File: src/rtl/spi_cfg_pkg.sv
// Shared types and helpers for the SPI configuration sequencer: FSM states,
// width helpers and the default DA/ADRF register words for the board table ROM.
package spi_cfg_pkg;

    typedef enum logic [2:0] {
        S_IDLE,
        S_FETCH,
        S_LOAD,
        S_SHIFT,
        S_HOLD,
        S_GAP,
        S_DONE
    } state_t;

    function automatic int clog2(input int value);
        int r;
        r = 0;
        while ((1 << r) < value) r = r + 1;
        return r;
    endfunction

    // Width of a counter that must hold 0..states-1; never narrower than one bit.
    function automatic int cnt_w(input int states);
        return (clog2(states) < 1) ? 1 : clog2(states);
    endfunction

    localparam logic [23:0] DA_TABLE [8] = '{
        24'h000081, 24'h010C00, 24'h020300, 24'h031000,
        24'h040000, 24'h050000, 24'h060400, 24'h070001
    };

    localparam logic [23:0] ADRF_TABLE [8] = '{
        24'h800010, 24'h810000, 24'h820021, 24'h830008,
        24'h840000, 24'h850300, 24'h860000, 24'h870001
    };

endpackage

File: src/rtl/spi_cfg_seq_if.sv
// Board-side bundle of the configuration sequencer: table ROM port, SPI pins and status.
interface spi_cfg_seq_if #(
    parameter int NUM_DEV       = 2,
    parameter int WORD_W        = 24,
    parameter int WORDS_PER_DEV = 8
);
    localparam int ADDR_W = spi_cfg_pkg::cnt_w(NUM_DEV * WORDS_PER_DEV);

    logic [ADDR_W-1:0]  tbl_addr;
    logic [WORD_W-1:0]  tbl_data;
    logic               SPI_SCLK;
    logic               SPI_MOSI;
    logic [NUM_DEV-1:0] SPI_CS;
    logic [NUM_DEV-1:0] WRIEND;
    logic               BUSY;

    modport master (
        output tbl_addr, SPI_SCLK, SPI_MOSI, SPI_CS, WRIEND, BUSY,
        input  tbl_data
    );

    modport slave (
        input  tbl_addr, SPI_SCLK, SPI_MOSI, SPI_CS, WRIEND, BUSY,
        output tbl_data
    );

endinterface

File: src/rtl/spi_cfg_shifter.sv
// Mode-0 word serialiser: loads one word, emits it MSB first with SCLK low for the
// first CLK_DIV cycles of each bit and high for the second, then pulses done.
module spi_cfg_shifter
    import spi_cfg_pkg::*;
#(
    parameter int WORD_W  = 24,
    parameter int CLK_DIV = 4
) (
    input  logic              clk,
    input  logic              rst_n,
    input  logic              load,
    input  logic [WORD_W-1:0] load_data,
    input  logic              abort,
    output logic              sclk,
    output logic              mosi,
    output logic              done
);
    localparam int HC_W = cnt_w(2 * CLK_DIV);
    localparam int BC_W = cnt_w(WORD_W);

    logic [WORD_W-1:0] shreg;
    logic [HC_W-1:0]   half_cnt;
    logic [BC_W-1:0]   bit_cnt;
    logic              active;
    logic              bit_end;

    assign bit_end = active && (half_cnt == HC_W'(2 * CLK_DIV - 1));
    assign done    = bit_end && (bit_cnt == BC_W'(WORD_W - 1));

    // MOSI moves on the same edge SCLK falls, so it is settled a full half-period before each rise.
    always_ff @(posedge clk or negedge rst_n) begin
        if (!rst_n) begin
            shreg    <= '0;
            half_cnt <= '0;
            bit_cnt  <= '0;
            active   <= 1'b0;
            sclk     <= 1'b0;
            mosi     <= 1'b0;
        end else if (abort) begin
            half_cnt <= '0;
            bit_cnt  <= '0;
            active   <= 1'b0;
            sclk     <= 1'b0;
            mosi     <= 1'b0;
        end else if (load) begin
            shreg    <= load_data;
            mosi     <= load_data[WORD_W-1];
            half_cnt <= '0;
            bit_cnt  <= '0;
            active   <= 1'b1;
            sclk     <= 1'b0;
        end else if (active) begin
            if (bit_end) begin
                half_cnt <= '0;
                sclk     <= 1'b0;
                if (done) begin
                    active <= 1'b0;
                    mosi   <= 1'b0;
                end else begin
                    shreg   <= {shreg[WORD_W-2:0], 1'b0};
                    mosi    <= shreg[WORD_W-2];
                    bit_cnt <= bit_cnt + 1'b1;
                end
            end else begin
                half_cnt <= half_cnt + 1'b1;
                if (half_cnt == HC_W'(CLK_DIV - 1)) sclk <= 1'b1;
            end
        end
    end

endmodule

File: src/rtl/spi_cfg_seq.sv
// SPI configuration sequencer: after clock lock and enable, walks the register table
// device by device and streams each word to its chip select; aborts on lock loss.
module spi_cfg_seq
    import spi_cfg_pkg::*;
#(
    parameter int NUM_DEV       = 2,
    parameter int WORD_W        = 24,
    parameter int WORDS_PER_DEV = 8,
    parameter int CLK_DIV       = 4,
    parameter int CS_GAP        = 4
) (
    input  logic          GCLK,
    input  logic          reset,
    input  logic          CMT_LOCKED,
    input  logic          SPI_EN,
    spi_cfg_seq_if.master bus
);
    localparam int ADDR_W = cnt_w(NUM_DEV * WORDS_PER_DEV);
    localparam int DEV_W  = cnt_w(NUM_DEV);
    localparam int WRD_W  = cnt_w(WORDS_PER_DEV);
    localparam int TMR_W  = cnt_w((CLK_DIV > CS_GAP) ? CLK_DIV : CS_GAP);

    state_t             state, state_next;
    logic [DEV_W-1:0]   dev, dev_next;
    logic [WRD_W-1:0]   word, word_next;
    logic [ADDR_W-1:0]  addr, addr_next;
    logic [TMR_W-1:0]   tmr, tmr_next;
    logic               armed, armed_next;
    logic [NUM_DEV-1:0] wriend, wriend_next;
    logic [NUM_DEV-1:0] cs_n, cs_n_next;
    logic               busy, busy_next;
    logic               start, abort, load, shift_done;
    logic               sclk, mosi;

    assign start = (state == S_IDLE) && armed && CMT_LOCKED && SPI_EN;
    assign abort = (state != S_IDLE) && !CMT_LOCKED;
    assign load  = (state == S_LOAD);

    spi_cfg_shifter #(
        .WORD_W (WORD_W),
        .CLK_DIV(CLK_DIV)
    ) u_shifter (
        .clk      (GCLK),
        .rst_n    (reset),
        .load     (load),
        .load_data(bus.tbl_data),
        .abort    (abort),
        .sclk     (sclk),
        .mosi     (mosi),
        .done     (shift_done)
    );

    // The table address is a flat word index, so it simply counts alongside word/dev.
    always_comb begin
        state_next  = state;
        dev_next    = dev;
        word_next   = word;
        addr_next   = addr;
        tmr_next    = tmr;
        wriend_next = wriend;
        armed_next  = armed | ~SPI_EN;

        if (abort) begin
            state_next = S_IDLE;
            armed_next = 1'b1;
            tmr_next   = '0;
        end else begin
            unique case (state)
                S_IDLE: if (start) begin
                    state_next  = S_FETCH;
                    dev_next    = '0;
                    word_next   = '0;
                    addr_next   = '0;
                    tmr_next    = '0;
                    wriend_next = '0;
                    armed_next  = 1'b0;
                end
                S_FETCH: state_next = S_LOAD;
                S_LOAD:  state_next = S_SHIFT;
                S_SHIFT: if (shift_done) begin
                    state_next = S_HOLD;
                    tmr_next   = '0;
                end
                S_HOLD: begin
                    if (tmr == TMR_W'(CLK_DIV - 1)) begin
                        state_next = S_GAP;
                        tmr_next   = '0;
                    end else begin
                        tmr_next = tmr + 1'b1;
                    end
                end
                S_GAP: begin
                    if (tmr == TMR_W'(CS_GAP - 1)) begin
                        tmr_next   = '0;
                        state_next = S_FETCH;
                        addr_next  = addr + 1'b1;
                        if (word == WRD_W'(WORDS_PER_DEV - 1)) begin
                            wriend_next[dev] = 1'b1;
                            word_next        = '0;
                            if (dev == DEV_W'(NUM_DEV - 1)) begin
                                state_next = S_DONE;
                                addr_next  = addr;
                            end else begin
                                dev_next = dev + 1'b1;
                            end
                        end else begin
                            word_next = word + 1'b1;
                        end
                    end else begin
                        tmr_next = tmr + 1'b1;
                    end
                end
                S_DONE:  state_next = S_IDLE;
                default: state_next = S_IDLE;
            endcase
        end

        busy_next = (state_next == S_FETCH) || (state_next == S_LOAD) || (state_next == S_SHIFT) ||
                    (state_next == S_HOLD)  || (state_next == S_GAP);
        cs_n_next = '1;
        if ((state_next == S_SHIFT) || (state_next == S_HOLD)) cs_n_next[dev_next] = 1'b0;
    end

    // CS and BUSY are registered from the next-state decode so the pins never glitch.
    always_ff @(posedge GCLK or negedge reset) begin
        if (!reset) begin
            state  <= S_IDLE;
            dev    <= '0;
            word   <= '0;
            addr   <= '0;
            tmr    <= '0;
            armed  <= 1'b1;
            wriend <= '0;
            cs_n   <= '1;
            busy   <= 1'b0;
        end else begin
            state  <= state_next;
            dev    <= dev_next;
            word   <= word_next;
            addr   <= addr_next;
            tmr    <= tmr_next;
            armed  <= armed_next;
            wriend <= wriend_next;
            cs_n   <= cs_n_next;
            busy   <= busy_next;
        end
    end

    assign bus.tbl_addr = addr;
    assign bus.SPI_SCLK = sclk;
    assign bus.SPI_MOSI = mosi;
    assign bus.SPI_CS   = cs_n;
    assign bus.WRIEND   = wriend;
    assign bus.BUSY     = busy;

endmodule

File: src/flat_wrapper.sv
// flat-port wrapper written by rule: the top's interface ports become plain ports
module spi_cfg_seq_flat import spi_cfg_pkg::*;
#(
    parameter int NUM_DEV       = 2,
    parameter int WORD_W        = 24,
    parameter int WORDS_PER_DEV = 8,
    parameter int CLK_DIV       = 4,
    parameter int CS_GAP        = 4
)
  (GCLK, reset, CMT_LOCKED, SPI_EN, bus_tbl_addr, bus_SPI_SCLK, bus_SPI_MOSI, bus_SPI_CS, bus_WRIEND, bus_BUSY, bus_tbl_data);
  spi_cfg_seq_if #(.NUM_DEV(NUM_DEV), .WORD_W(WORD_W), .WORDS_PER_DEV(WORDS_PER_DEV)) bus_i ();
  input  logic GCLK;
  input  logic reset;
  input  logic CMT_LOCKED;
  input  logic SPI_EN;
  output wire logic [$bits(bus_i.tbl_addr)-1:0] bus_tbl_addr;
  output wire logic [$bits(bus_i.SPI_SCLK)-1:0] bus_SPI_SCLK;
  output wire logic [$bits(bus_i.SPI_MOSI)-1:0] bus_SPI_MOSI;
  output wire logic [$bits(bus_i.SPI_CS)-1:0] bus_SPI_CS;
  output wire logic [$bits(bus_i.WRIEND)-1:0] bus_WRIEND;
  output wire logic [$bits(bus_i.BUSY)-1:0] bus_BUSY;
  input wire logic [$bits(bus_i.tbl_data)-1:0] bus_tbl_data;
  assign bus_tbl_addr = bus_i.tbl_addr;
  assign bus_SPI_SCLK = bus_i.SPI_SCLK;
  assign bus_SPI_MOSI = bus_i.SPI_MOSI;
  assign bus_SPI_CS = bus_i.SPI_CS;
  assign bus_WRIEND = bus_i.WRIEND;
  assign bus_BUSY = bus_i.BUSY;
  assign bus_i.tbl_data = bus_tbl_data;
  spi_cfg_seq #(.NUM_DEV(NUM_DEV), .WORD_W(WORD_W), .WORDS_PER_DEV(WORDS_PER_DEV), .CLK_DIV(CLK_DIV), .CS_GAP(CS_GAP)) u_core (.GCLK(GCLK), .reset(reset), .CMT_LOCKED(CMT_LOCKED), .SPI_EN(SPI_EN), .bus(bus_i));
endmodule
File: config.mk
export PLATFORM = sky130hd
export DESIGN_NAME = spi_cfg_seq_flat
export DESIGN_NICKNAME = d
export VERILOG_FILES = /design/src/rtl/spi_cfg_pkg.sv /design/src/rtl/spi_cfg_seq_if.sv /design/src/rtl/spi_cfg_shifter.sv /design/src/rtl/spi_cfg_seq.sv /design/src/flat_wrapper.sv
export SDC_FILE = /design/constraint.sdc
export NUM_CORES = 1
export LEC_CHECK = 0
export CAP_MARGIN = 20
export CORE_ASPECT_RATIO = 1.2
export CORE_MARGIN = 2
export CORE_UTILIZATION = 55
export DETAILED_ROUTE_END_ITERATION = 8
export GPL_ROUTABILITY_DRIVEN = 0
export PLACE_DENSITY = 0.83
export SLEW_MARGIN = 20
export SYNTH_ARGS = -nofsm -noshare
export SYNTH_HDL_FRONTEND = slang
export SYNTH_SLANG_ARGS = --single-unit
File: constraint.sdc
create_clock -name GCLK -period 2.8 [get_ports GCLK]
set_clock_uncertainty 0.1 [all_clocks]
set_input_delay 0.56 -clock GCLK [delete_from_list [all_inputs] [get_ports GCLK]]
set_output_delay 0.56 -clock GCLK [all_outputs]
set_load 0.02 [all_outputs]
==> results of run 1 <==
-- per-layer routing --
metal	wire length [um]	global-route usage, %	part of all wire, %
met1	2340	24.6	44
met2	2660	34.1	50
met3	178	4.61	3.4
met4	125	7.84	2.4
met5	0	0	0
-- power by group through the flow --
stage | sequential (mW) | combinational (mW) | clock [mW]
after floorplan | 1.12 | 0.891 | 0
after global placement | 1.16 | 1.06 | 0
after detailed placement | 1.17 | 1.09 | 0
after CTS | 1.16 | 1.09 | 0.543
after global routing | 1.19 | 1.21 | 0.572
final | 1.16 | 1.08 | 0.534
-- critical path: cells and delay by family, from the launching register on --
family          cells  cell delay (ns)
mux                 1             0.34
flops               1             0.38
compound gates      2             0.52
simple gates        2             0.34
fa+ha+maj           2             0.51
-- stage by stage --
step                worst slack (ns)  hold slack [ns]  util [%]
detailed placement             0.323            0.388      65.0
CTS                            0.504            0.278      67.4
finish                         0.494            0.259      67.4
global placement               0.370            0.381      65.0
floorplan                      0.723            0.164         -
global route                   0.336            0.309      67.4
-- layout by cell type (no fill, tap or decap), types with 3 or more instances in the layout --
master,count
a21oi_1,13
nor2_1,46
a31oi_1,8
nor2b_1,4
mux2i_1,3
ha_1,8
dfrtp_1,50
clkdlybuf4s50_1,37
nand3_1,6
a31oi_2,16
nand2_1,54
and3_1,3
a22o_1,5
o21ai_0,6
nand4_1,5
buf_4,4
nand2b_1,4
o211ai_1,3
a41oi_1,3
clkbuf_8,6
nor3_1,4
dfstp_2,3
inv_1,6
-- worst max path at each step --
stage	slack, ns	start	endpoint
4_1_cts	0.50	u_core.u_shifter.half_cnt[0]	u_core.bus.tbl_addr[0]
6_report	0.49	u_core.u_shifter.half_cnt[0]	u_core.bus.tbl_addr[0]
5_1_grt	0.34	u_core.u_shifter.half_cnt[0]	u_core.bus.tbl_addr[1]
3_5_place_dp	0.32	SPI_EN	u_core.bus.tbl_addr[1]
2_1_floorplan	0.72	u_core.u_shifter.half_cnt[0]	u_core.bus.tbl_addr[0]
3_3_place_gp	0.37	SPI_EN	u_core.bus.tbl_addr[1]
-- final cells by class --
| type | count | share of cell area, % |
|---|---|---|
| Multi-Input combinational cell | 220 | 40.7 |
| Sequential cell | 53 | 39.9 |
| Timing Repair Buffer | 43 | 12.8 |
| Clock buffer | 7 | 2.59 |
| Tap cell | 60 | 2.25 |
| Clock inverter | 1 | 0.902 |
| Inverter | 7 | 0.789 |
-- flip-flops by register name, summed over array words and instances (netlist names) --
register                   count
u_core.armed                   1
u_core.bus.BUSY                1
u_core.bus.SPI_CS              2
u_core.bus.WRIEND              2
u_core.bus.tbl_addr            4
u_core.dev                     1
u_core.state                   3
u_core.tmr                     2
u_core.u_shifter.active        1
u_core.u_shifter.bit_cnt       5
u_core.u_shifter.half_cnt      3
u_core.u_shifter.mosi          1
u_core.u_shifter.sclk          1
u_core.u_shifter.shreg        23
u_core.word                    3
-- kinds of logic (layout without fill, tap and decap cells) --
family	count (synthesis)	count (layout)	share of synthesized area (%)
DFF	53	53	47.4
AOI/OAI and AO/OA	65	65	19.3
buffers and inverters	23	58	4.37
and+or+nand+nor	138	138	22.0
xor gates and xnor gates	2	2	0.625
muxes	7	7	2.68
adders and majority gates	8	8	3.57
==> flow_summary.html, run 1 <==
<table>
<tr><th>Metric</th><th>Value</th></tr>
<tr><th colspan="2">Run status</th></tr>
<tr><td>Outcome</td><td>complete, no violations</td></tr>
<tr><th colspan="2">Worst setup path</th></tr>
<tr><td>Signal arrival time at the worst endpoint</td><td>2.40 ns</td></tr>
<tr><td>Cell Chain, Critical Path</td><td>ha_1 -&gt; ha_1 -&gt; nand3_1 -&gt; o21ai_1 -&gt; a31oi_4 -&gt; nand3_1 -&gt; mux2_2</td></tr>
<tr><td>Reg2Reg Depth</td><td>7</td></tr>
<tr><td>Worst flop-to-flop path startpoint</td><td>u_core.u_shifter.half_cnt[0]</td></tr>
<tr><td>Worst Setup Path Type</td><td>reg -&gt; reg</td></tr>
<tr><td>Slowest stage delay, CP</td><td>approximately 0.38 ns</td></tr>
<tr><td>Kind of start point of the critical path</td><td>flip-flop</td></tr>
<tr><td>Worst Setup End Kind</td><td>flip-flop</td></tr>
<tr><td>Highest fanout seen on the critical path</td><td>8</td></tr>
<tr><td>Worst R2R End</td><td>u_core.bus.tbl_addr[0]</td></tr>
<tr><td>Slowest cell on the critical path</td><td>dfrtp_1</td></tr>
<tr><td>Worst path required time</td><td>2.89 ns</td></tr>
<tr><td>Register-to-Register Setup Slack</td><td>0.49 ns</td></tr>
<tr><th colspan="2">Finish</th></tr>
<tr><td>Fraction of layout cells with a size suffix above 1</td><td>12.4%</td></tr>
<tr><td>Area growth, synth to finish</td><td>18.7%</td></tr>
<tr><td>Final nets</td><td>366</td></tr>
<tr><td>Register cell area after layout</td><td>around 1300 um2</td></tr>
<tr><td>Final standard cell count with taps included and fillers excluded</td><td>approximately 390</td></tr>
<tr><td>Fill cells</td><td>397</td></tr>
<tr><td>Post-route cell area</td><td>3330 um2</td></tr>
<tr><td>Area of the multi-input gates</td><td>1360 um2</td></tr>
<tr><td>ANT cells</td><td>0</td></tr>
<tr><th colspan="2">Timing</th></tr>
<tr><td>Max Freq</td><td>434 MHz</td></tr>
<tr><td>Final worst-path cycle share</td><td>between 80 and 90%</td></tr>
<tr><td>Final hold viol count</td><td>0</td></tr>
<tr><td>Setup repair after global routing missed its margin</td><td>false</td></tr>
<tr><td>Final setup viols</td><td>0</td></tr>
<tr><td>Worst-margin pin slew</td><td>between 0.6 and 0.7 ns</td></tr>
<tr><td>Tmin final</td><td>2.31 ns</td></tr>
<tr><td>Total Negative Setup Slacks</td><td>0 ns</td></tr>
<tr><td>Relative slew slack</td><td>57.0%</td></tr>
<tr><td>Final slew viol count</td><td>0</td></tr>
<tr><th colspan="2">Pwr</th></tr>
<tr><td>Share of total power in sequential cells</td><td>41.9%</td></tr>
<tr><td>Internal power of the cells</td><td>between 1.5 and 2 mW</td></tr>
<tr><td>Max VDD drop</td><td>0.575 mV</td></tr>
<tr><td>Psw</td><td>1.03 mW</td></tr>
<tr><td>Leakage component of the power</td><td>1.43 nW</td></tr>
<tr><td>Gate power share</td><td>approximately two fifths</td></tr>
<tr><td>Clock Power Share</td><td>19.3%</td></tr>
<tr><td>Net switching fraction of the power</td><td>37.1%</td></tr>
<tr><td>Power, Total</td><td>between 2 and 3 mW</td></tr>
<tr><td>Power density over the cells</td><td>approximately 830 nW/um2</td></tr>
<tr><th colspan="2">Floorplanning</th></tr>
<tr><td>Starting Density</td><td>between 50 and 60%</td></tr>
<tr><td>Placement row count</td><td>28</td></tr>
<tr><td>Core Box Area</td><td>4940 um2</td></tr>
<tr><td>Number of ports placed on the die boundary</td><td>39</td></tr>
<tr><td>Die Span X</td><td>69.2 um</td></tr>
<tr><td>Vert. Die Dim</td><td>82.2 um</td></tr>
<tr><td>Die area</td><td>5690 um2</td></tr>
<tr><th colspan="2">Logic synthesis</th></tr>
<tr><td>Ys async rst share</td><td>100%</td></tr>
<tr><td>Syn_area_per_cell</td><td>9.47 um2</td></tr>
<tr><td>Top-area cell type share of the netlist area</td><td>44.6%</td></tr>
<tr><td>Cell with the most instances after synthesis</td><td>nand2_1</td></tr>
<tr><td>Post-synthesis instance area</td><td>about 2800 um2</td></tr>
<tr><td>Post-synthesis instance total</td><td>296</td></tr>
<tr><td>Most area-consuming cells after synthesis</td><td>dfrtp_1 (45%), nand2_1 (7.2%), a31oi_2 (7.1%), nor2_1 (6.2%), ha_1 (3.6%)</td></tr>
<tr><td>Count of state elements after synthesis</td><td>53</td></tr>
<tr><td>Most common flop cell mapped by yosys</td><td>dfrtp_1</td></tr>
<tr><td>Synth area leader</td><td>dfrtp_1</td></tr>
<tr><td>Post-synth net total</td><td>332</td></tr>
<tr><td>Sequential-to-total area share from yosys stat</td><td>a little under half</td></tr>
<tr><td>Number of enable flip-flop cells after synthesis</td><td>0</td></tr>
<tr><td>Warnings from Yosys</td><td>0</td></tr>
<tr><td>Yosys cell types</td><td>48</td></tr>
<tr><td>Top cells by instance count after synthesis</td><td>nand2_1 (54), dfrtp_1 (50), nor2_1 (46)</td></tr>
<tr><th colspan="2">Placement</th></tr>
<tr><td>Input/output buffers</td><td>38</td></tr>
<tr><td>Post-DP HPWL</td><td>3.82 mm</td></tr>
<tr><td>Count of placed standard cells including taps</td><td>383</td></tr>
<tr><td>Post-DP Area</td><td>approximately 3200 um2</td></tr>
<tr><th colspan="2">CTS</th></tr>
<tr><td>CTS sink count</td><td>53</td></tr>
<tr><td>Later-pin clock latency in the skew report</td><td>0.31 ns</td></tr>
<tr><td>Longest Clk Path Bufs</td><td>2</td></tr>
<tr><td>Quantity of hold-fixing buffers added after cts</td><td>0</td></tr>
<tr><td>CTS H-tree depth</td><td>2</td></tr>
<tr><td>Cts bufs inserted</td><td>5</td></tr>
<tr><td>Number of buffers inserted by post-CTS setup repair</td><td>0</td></tr>
<tr><td># resized after CTS</td><td>0</td></tr>
<tr><td>Clock slew at reported path FFs</td><td>0.10 ns</td></tr>
<tr><td>Clock tree from TritonCTS</td><td>built</td></tr>
<tr><td>Root buf cell</td><td>clkbuf_8</td></tr>
<tr><th colspan="2">Route</th></tr>
<tr><td>DRT Wirelength</td><td>about 5.3 mm</td></tr>
<tr><td>Vias after detailed routing</td><td>2223</td></tr>
<tr><td>Via density per instance</td><td>5.69</td></tr>
<tr><td>Drt drc</td><td>0</td></tr>
<tr><td>Wire per inst</td><td>approximately 14 um</td></tr>
<tr><td>Post-route antenna net violation count</td><td>0</td></tr>
<tr><td>Detailed Route Iter0 Violations</td><td>approximately 150</td></tr>
<tr><td>Detailed-routing iteration count for the pre-antenna-repair pass</td><td>4</td></tr>
<tr><th colspan="2">Run</th></tr>
<tr><td>Number of maximum-capacitance violations</td><td>0</td></tr>
<tr><th colspan="2">Global routing</th></tr>
<tr><td>Largest net degree at the start of global routing</td><td>54</td></tr>
<tr><td>Total Routing Usage GR</td><td>19.9%</td></tr>
<tr><td>Via count of the first global-routing pass</td><td>2068</td></tr>
<tr><td>First-pass GRT wire length</td><td>9.14 mm</td></tr>
<tr><td>Antenna violations before repair</td><td>0</td></tr>
<tr><td>GRT overflow</td><td>0</td></tr>
<tr><th colspan="2">Hold path</th></tr>
<tr><td>Type of the most critical hold path</td><td>in -&gt; async</td></tr>
</table>
Power figures use the tool's default switching activity.
==> run 2: changes to the inputs <==
- CORE_UTILIZATION: 55 -> 49
- PLACE_DENSITY: 0.83 -> 0.79
- clock period: 2.8 -> 2.05 ns (I/O delays scaled with it)
==> flow_summary.html, run 2 (synthesis results as in run 1) <==
<table>
<tr><th>Metric</th><th>Value</th></tr>
<tr><th colspan="2">Worst setup path</th></tr>
<tr><td>Reg2Reg Depth</td><td>5 (-2)</td></tr>
<tr><td>Worst Setup Path Type</td><td>in -&gt; reg</td></tr>
<tr><td>Worst Setup End Kind</td><td>flip-flop</td></tr>
<tr><td>Worst path required time</td><td>2.15 ns (-0.74 ns)</td></tr>
<tr><td>Worst flop-to-flop path startpoint</td><td>u_core.state[2]</td></tr>
<tr><td>Signal arrival time at the worst endpoint</td><td>2.08 ns (-0.32 ns)</td></tr>
<tr><td>Kind of start point of the critical path</td><td>primary input</td></tr>
<tr><td>Worst R2R End</td><td>u_core.bus.tbl_addr[2]</td></tr>
<tr><td>Register-to-Register Setup Slack</td><td>0.10 ns (-0.39 ns)</td></tr>
<tr><td>Highest fanout seen on the critical path</td><td>5 (-3)</td></tr>
<tr><th colspan="2">Finish</th></tr>
<tr><td>Fill cells</td><td>455 (+15%)</td></tr>
<tr><td>Most frequent standard cell in the layout excluding fill and tap cells</td><td>nand2_1</td></tr>
<tr><td>Flip-flop count of the largest register, all copies and words added</td><td>23 (unchanged)</td></tr>
<tr><td>Largest register by flop count</td><td>u_core.u_shifter.shreg</td></tr>
<tr><td>Final nets</td><td>388 (+6.0%)</td></tr>
<tr><td>Fraction of layout cells with a size suffix above 1</td><td>21.5% (+9.1 points)</td></tr>
<tr><td>Top library cells by usage in the layout, fill and taps aside</td><td>nand2_1 (54), dfrtp_1 (50), nor2_1 (46)</td></tr>
<tr><td>Final cell utilization of the core</td><td>64.0% (-3.4 points)</td></tr>
<tr><td>ANT cells</td><td>0 (unchanged)</td></tr>
<tr><td>Area growth, synth to finish</td><td>27.6%</td></tr>
<tr><th colspan="2">Route</th></tr>
<tr><td>Drt drc</td><td>0 (unchanged)</td></tr>
<tr><td>Wire per inst</td><td>13.8 um (+2.1%)</td></tr>
<tr><td>Detailed-routing iteration count for the pre-antenna-repair pass</td><td>4 (unchanged)</td></tr>
<tr><td>Vias after detailed routing</td><td>2317 (+4.2%)</td></tr>
<tr><td>Detailed Route Iter0 Violations</td><td>90 (-42%)</td></tr>
<tr><td>DRT Wirelength</td><td>5.77 mm (+8.9%)</td></tr>
<tr><td>Via density per instance</td><td>5.56 (-2.3%)</td></tr>
<tr><td>Post-route antenna net violation count</td><td>0 (unchanged)</td></tr>
<tr><th colspan="2">Timing</th></tr>
<tr><td>Tmin final</td><td>1.98 ns</td></tr>
<tr><td>Worst-margin pin slew</td><td>0.504 ns (-0.141 ns)</td></tr>
<tr><td>Final hold viol count</td><td>0 (unchanged)</td></tr>
<tr><td>Final worst-path cycle share</td><td>96.5%</td></tr>
<tr><td>Final setup viols</td><td>0 (unchanged)</td></tr>
<tr><td>Relative slew slack</td><td>66.4% (+9.4 points)</td></tr>
<tr><td>Max Freq</td><td>505 MHz</td></tr>
<tr><td>Final slew viol count</td><td>0 (unchanged)</td></tr>
<tr><th colspan="2">CTS</th></tr>
<tr><td>Clock tree from TritonCTS</td><td>built</td></tr>
<tr><td>Longest Clk Path Bufs</td><td>2 (unchanged)</td></tr>
<tr><td>Clock slew at reported path FFs</td><td>0.09 ns (about the same)</td></tr>
<tr><td>Root buf cell</td><td>clkbuf_8</td></tr>
<tr><td>CTS H-tree depth</td><td>2 (unchanged)</td></tr>
<tr><td>CTS sink count</td><td>53 (unchanged)</td></tr>
<tr><td>Later-pin clock latency in the skew report</td><td>0.30 ns (about the same)</td></tr>
<tr><td>Cts bufs inserted</td><td>5 (unchanged)</td></tr>
<tr><th colspan="2">Pwr</th></tr>
<tr><td>Leakage component of the power</td><td>1.56 nW (+8.6%)</td></tr>
<tr><td>Max VDD drop</td><td>0.693 mV (+21%)</td></tr>
<tr><td>Power, Total</td><td>3.97 mW (+43%)</td></tr>
<tr><td>Power density over the cells</td><td>1110 nW/um2 (+33%)</td></tr>
<tr><th colspan="2">Floorplanning</th></tr>
<tr><td>Die Span X</td><td>73.1 um (+5.6%)</td></tr>
<tr><td>Number of ports placed on the die boundary</td><td>39 (unchanged)</td></tr>
<tr><td>Die area</td><td>6350 um2 (+12%)</td></tr>
<tr><td>Vert. Die Dim</td><td>86.9 um (+5.7%)</td></tr>
<tr><td>Placement row count</td><td>30 (+7.1%)</td></tr>
<tr><td>Starting Density</td><td>50.1% (-6.6 points)</td></tr>
<tr><td>Core Box Area</td><td>5590 um2 (+13%)</td></tr>
<tr><th colspan="2">Global routing</th></tr>
<tr><td>Largest net degree at the start of global routing</td><td>36 (-33%)</td></tr>
<tr><td>First-pass GRT wire length</td><td>9.69 mm (+6.0%)</td></tr>
<tr><td>Via count of the first global-routing pass</td><td>2200 (+6.4%)</td></tr>
<tr><td>Total Routing Usage GR</td><td>19.2% (-0.72 points)</td></tr>
<tr><td>GRT overflow</td><td>0 (unchanged)</td></tr>
<tr><td>Antenna violations before repair</td><td>0 (unchanged)</td></tr>
<tr><th colspan="2">Placement</th></tr>
<tr><td>Input/output buffers</td><td>38 (unchanged)</td></tr>
<tr><td>Post-DP HPWL</td><td>4.06 mm (+6.2%)</td></tr>
<tr><th colspan="2">Run</th></tr>
<tr><td>Number of maximum-capacitance violations</td><td>0 (unchanged)</td></tr>
<tr><th colspan="2">Hold path</th></tr>
<tr><td>Min-Delay Endpoint</td><td>u_core.armed</td></tr>
<tr><td>Source of the worst hold timing path</td><td>u_core.armed</td></tr>
<tr><td>Type of the most critical hold path</td><td>reg -&gt; reg</td></tr>
<tr><td>Worst Hold Path Cells</td><td>2</td></tr>
<tr><th colspan="2">Run status</th></tr>
<tr><td>Outcome</td><td>complete, no violations</td></tr>
</table>
## run 2: cell types whose count changed in the layout (fill, tap and decap cells not counted), moves of 2 or more
cell	change
buf_4	+20
ha_1	-4
ha_2	+4
mux2_1	-2
mux2_4	+2
nand3_1	-2
nor2b_1	-2
nor2b_2	+2
## run 2: final cells by class
cell class | count | area [um2] | area share [%]
sequential | 53 | 1330 | 37.2
timing repair buffer | 65 | 608 | 17.0
clock inverter | 1 | 30.0 | 0.839
multi-input combinational | 220 | 1420 | 39.6
tap | 64 | 80.1 | 2.24
clock buffer | 7 | 86.3 | 2.41
inverter | 7 | 26.3 | 0.735
## run 2: metrics by stage
| step | TNS [ns] | setup WS, ns | area (um2) | instances | hold slack (ns) |
|---|---|---|---|---|---|
| 2_1_floorplan | 0 | 0.0380 | 2810 | 296 | 0.0144 |
| 3_3_place_gp | -0.954 | -0.217 | 3360 | 404 | 0.297 |
| 3_5_place_dp | -1.46 | -0.286 | 3360 | 404 | 0.304 |
| 4_1_cts | 0 | 0.0119 | 3490 | 413 | 0.398 |
| 5_1_grt | -0.0112 | -0.00641 | 3580 | 417 | 0.418 |
| 6_report | 0 | 0.0717 | 3580 | 417 | 0.403 |
## run 2: where the power goes
group          internal (mW)  switching [mW]  leakage, nW  total (mW)
Clock                  0.398           0.337       0.0585       0.735
Combinational          0.741           0.948        0.847        1.69
Sequential              1.35           0.194        0.650        1.55
Total                   2.49            1.48         1.56        3.97
## run 2: critical path: stages
cell and delay [ns]:
clkdlybuf4s50_1 0.50, nand4bb_1 0.18, or2_1 0.30, a31oi_4 0.23, nand4_1 0.14, mux2_4 0.31
## run 2: per-layer routing
layer	vias to the layer above	global-route usage (%)	routed length, um
met5	-	0	0
met4	0	5.05	65
met3	9	3.70	252
met2	51	32.4	2850
met1	1113	25.0	2610
li1	1144	-	-
## run 2: repair_timing
item	in CTS	in global routing
buffers inserted	0	4
cloned	0	0
endpoints found under the setup margin	1	23
hold endpoints to repair	17	0
pin swaps	2	4
gates resized for setup	1	14
hold buffers	1	0
## run 2: worst max-delay path by stage
stage | startpoint | end | slack (ns) | depth (start not counted)
global route | u_core.word[0] | u_core.bus.tbl_addr[2] | -0.006 | 8
detailed placement | CMT_LOCKED | u_core.bus.tbl_addr[1] | -0.29 | 6
finish | SPI_EN | u_core.bus.tbl_addr[2] | 0.07 | 6
global placement | CMT_LOCKED | u_core.bus.tbl_addr[1] | -0.22 | 6
CTS | u_core.u_shifter.bit_cnt[1] | u_core.bus.tbl_addr[1] | 0.01 | 6
floorplan | u_core.u_shifter.half_cnt[0] | u_core.bus.tbl_addr[0] | 0.04 | 8
==> run 3: changes to the inputs <==
- clock period: 2.05 -> 1.7 ns (I/O delays scaled with it)
==> flow_summary.html, run 3 (synthesis results as in run 1) <==
<table>
<tr><th>Metric</th><th>Value</th></tr>
<tr><th colspan="2">Route</th></tr>
<tr><td>Detailed Route Iter0 Violations</td><td>213 (+140%)</td></tr>
<tr><td>Via density per instance</td><td>5.89 (+5.9%)</td></tr>
<tr><td>DRT Wirelength</td><td>8.95 mm (+55%)</td></tr>
<tr><td>Vias after detailed routing</td><td>2766 (+19%)</td></tr>
<tr><td>Detailed-routing iteration count for the pre-antenna-repair pass</td><td>4 (unchanged)</td></tr>
<tr><td>Drt drc</td><td>0 (unchanged)</td></tr>
<tr><td>Post-route antenna net violation count</td><td>0 (unchanged)</td></tr>
<tr><td>Wire per inst</td><td>19.0 um (+38%)</td></tr>
<tr><th colspan="2">Finish</th></tr>
<tr><td>Fraction of layout cells with a size suffix above 1</td><td>42.1% (+21 points)</td></tr>
<tr><td>Area growth, synth to finish</td><td>60.5%</td></tr>
<tr><td>Most frequent standard cell in the layout excluding fill and tap cells</td><td>buf_4</td></tr>
<tr><td>Fill cells</td><td>306 (-33%)</td></tr>
<tr><td>Post-route cell area</td><td>4500 um2 (+26%)</td></tr>
<tr><td>Register cell area after layout</td><td>1330 um2 (+0.28%)</td></tr>
<tr><td>Flip-flop count of the largest register, all copies and words added</td><td>23 (unchanged)</td></tr>
<tr><td>Final standard cell count with taps included and fillers excluded</td><td>470 (+13%)</td></tr>
<tr><td>Largest register by flop count</td><td>u_core.u_shifter.shreg</td></tr>
<tr><td>ANT cells</td><td>0 (unchanged)</td></tr>
<tr><td>Area of the multi-input gates</td><td>1780 um2 (+25%)</td></tr>
<tr><td>Top library cells by usage in the layout, fill and taps aside</td><td>buf_4 (55), nand2_1 (52), dfrtp_1 (47)</td></tr>
<tr><td>Final nets</td><td>442 (+14%)</td></tr>
<tr><td>Final cell utilization of the core</td><td>80.5% (+17 points)</td></tr>
<tr><th colspan="2">Pwr</th></tr>
<tr><td>Leakage component of the power</td><td>1.97 nW (+27%)</td></tr>
<tr><td>Max VDD drop</td><td>0.871 mV (+26%)</td></tr>
<tr><td>Power, Total</td><td>6.38 mW (+61%)</td></tr>
<tr><td>Power density over the cells</td><td>1420 nW/um2 (+28%)</td></tr>
<tr><th colspan="2">Placement</th></tr>
<tr><td>Post-DP HPWL</td><td>4.35 mm (+7.2%)</td></tr>
<tr><td>Post-Place Setup Slack</td><td>-0.521 ns (-0.235 ns)</td></tr>
<tr><td>Count of placed standard cells including taps</td><td>430 (+6.4%)</td></tr>
<tr><td>Post-DP Area</td><td>3620 um2 (+7.6%)</td></tr>
<tr><td>Input/output buffers</td><td>38 (unchanged)</td></tr>
<tr><th colspan="2">Hold path</th></tr>
<tr><td>Type of the most critical hold path</td><td>reg -&gt; reg</td></tr>
<tr><th colspan="2">Worst setup path</th></tr>
<tr><td>Worst flop-to-flop path startpoint</td><td>u_core.state[0]</td></tr>
<tr><td>Worst path required time</td><td>1.84 ns (-0.31 ns)</td></tr>
<tr><td>Worst R2R End</td><td>u_core.u_shifter.shreg[9]</td></tr>
<tr><td>Worst Setup Path Type</td><td>reg -&gt; reg</td></tr>
<tr><td>Capturing instance or port of the critical path</td><td>u_core.u_shifter.shreg[9]</td></tr>
<tr><td>Worst Setup End Kind</td><td>flip-flop</td></tr>
<tr><td>Register-to-Register Setup Slack</td><td>-0.28 ns (-0.38 ns)</td></tr>
<tr><td>Signal arrival time at the worst endpoint</td><td>2.12 ns (+0.04 ns)</td></tr>
<tr><td>Kind of start point of the critical path</td><td>flip-flop</td></tr>
<tr><td>Worst setup startpoint</td><td>u_core.state[0]</td></tr>
<tr><td>Highest fanout seen on the critical path</td><td>6 (+1)</td></tr>
<tr><td>Reg2Reg Depth</td><td>9 (+4)</td></tr>
<tr><th colspan="2">Timing</th></tr>
<tr><td>Final slew viol count</td><td>0 (unchanged)</td></tr>
<tr><td>Final hold viol count</td><td>0 (unchanged)</td></tr>
<tr><td>Max Freq</td><td>505 MHz</td></tr>
<tr><td>Setup repair after global routing missed its margin</td><td>true</td></tr>
<tr><td>Worst hold margin</td><td>0.404 ns (+0.00129 ns)</td></tr>
<tr><td>Relative slew slack</td><td>75.7% (+9.3 points)</td></tr>
<tr><td>Worst-margin pin slew</td><td>0.361 ns (-0.143 ns)</td></tr>
<tr><td>PnR worst setup slack</td><td>-0.280 ns (-0.352 ns)</td></tr>
<tr><td>Final worst-path cycle share</td><td>116%</td></tr>
<tr><td>Final setup viols</td><td>36 (+36)</td></tr>
<tr><td>Total Negative Setup Slacks</td><td>-6.23 ns (-6.23 ns)</td></tr>
<tr><td>Tmin final</td><td>1.98 ns</td></tr>
<tr><th colspan="2">CTS</th></tr>
<tr><td>Longest Clk Path Bufs</td><td>2 (unchanged)</td></tr>
<tr><td>Clock slew at reported path FFs</td><td>0.10 ns (about the same)</td></tr>
<tr><td>Cts bufs inserted</td><td>5 (unchanged)</td></tr>
<tr><td>Clock tree from TritonCTS</td><td>built</td></tr>
<tr><td>CTS sink count</td><td>53 (unchanged)</td></tr>
<tr><td>Later-pin clock latency in the skew report</td><td>0.32 ns (+0.02 ns)</td></tr>
<tr><td>Root buf cell</td><td>clkbuf_8</td></tr>
<tr><td>CTS H-tree depth</td><td>2 (unchanged)</td></tr>
<tr><th colspan="2">Floorplanning</th></tr>
<tr><td>Number of ports placed on the die boundary</td><td>39 (unchanged)</td></tr>
<tr><td>Starting Density</td><td>50.1% (unchanged)</td></tr>
<tr><td>Die area</td><td>6350 um2 (unchanged)</td></tr>
<tr><td>Vert. Die Dim</td><td>86.9 um (unchanged)</td></tr>
<tr><td>Die Span X</td><td>73.1 um (unchanged)</td></tr>
<tr><td>Placement row count</td><td>30 (unchanged)</td></tr>
<tr><td>Core Box Area</td><td>5590 um2 (unchanged)</td></tr>
<tr><th colspan="2">Global routing</th></tr>
<tr><td>GRT overflow</td><td>0 (unchanged)</td></tr>
<tr><td>Total Routing Usage GR</td><td>28.2% (+9.0 points)</td></tr>
<tr><td>Via count of the first global-routing pass</td><td>2749 (+25%)</td></tr>
<tr><td>Largest net degree at the start of global routing</td><td>54 (+50%)</td></tr>
<tr><td>Antenna violations before repair</td><td>0 (unchanged)</td></tr>
<tr><td>First-pass GRT wire length</td><td>13.8 mm (+42%)</td></tr>
<tr><th colspan="2">Run status</th></tr>
<tr><td>Violated checks</td><td>negative setup slack</td></tr>
<tr><td>Outcome</td><td>finished, violations left</td></tr>
<tr><th colspan="2">Run</th></tr>
<tr><td>Number of maximum-capacitance violations</td><td>0 (unchanged)</td></tr>
</table>
## run 3: changes by cell type in the layout (fill, tap and decap cells not counted), sizes merged
cell	delta
clkbuf	-1
clkinv	+1
dlygate4sd2	+10
clkdlybuf4s50	-10
buf	+52
nand2	+1
## run 3: area by class of cell
type | instances | share of cell area [%]
Clock buffer | 5 | 1.53
Clock inverter | 2 | 0.778
Inverter | 7 | 0.584
Multi-Input combinational cell | 221 | 39.4
Sequential cell | 53 | 29.6
Tap cell | 64 | 1.78
Timing Repair Buffer | 118 | 26.2
## run 3: repair_timing
item                       CTS  global route
setup endpoints to repair   54            49
hold buffers                 1             0
resized for setup           68            46
hold endpoints to repair    50             0
gates cloned                 6             2
pin swaps                   14            14
setup buffers               17            14
## run 3: how the worst min path moves through the flow
| stage | start | endpoint | slack [ns] | cells past startpoint |
|---|---|---|---|---|
| 6_report | u_core.bus.WRIEND[0] | u_core.bus.WRIEND[0] | 0.40 | 2 |
| 5_1_grt | u_core.bus.WRIEND[0] | u_core.bus.WRIEND[0] | 0.47 | 2 |
| 2_1_floorplan | reset | u_core.bus.BUSY | -0.06 | 0 |
| 3_3_place_gp | reset | u_core.dev | 0.25 | 2 |
| 4_1_cts | u_core.bus.WRIEND[0] | u_core.bus.WRIEND[0] | 0.41 | 2 |
| 3_5_place_dp | reset | u_core.bus.tbl_addr[1] | 0.25 | 2 |
## run 3: metal layers
layer  GRT usage [%]  wire, um
met4            10.6       316
met2            48.9      4700
met3            4.63       380
met5               0         0
met1            34.8      3550
## run 3: critical path: stages, from the launching register on
cell	delay, ns
dfrtp_2	0.46
buf_6	0.14
nor3_2	0.28
nor2_1	0.16
a21oi_4	0.17
buf_6	0.13
buf_12	0.12
buf_12	0.13
nor2_2	0.04
a31oi_2	0.15
## run 3: power breakdown
| part | switching [mW] | internal (mW) | leakage (nW) |
|---|---|---|---|
| Sequential | 0.343 | 1.64 | 0.645 |
| Combinational | 1.80 | 1.72 | 1.27 |
| Clock | 0.444 | 0.429 | 0.0540 |
| Total | 2.59 | 3.79 | 1.97 |
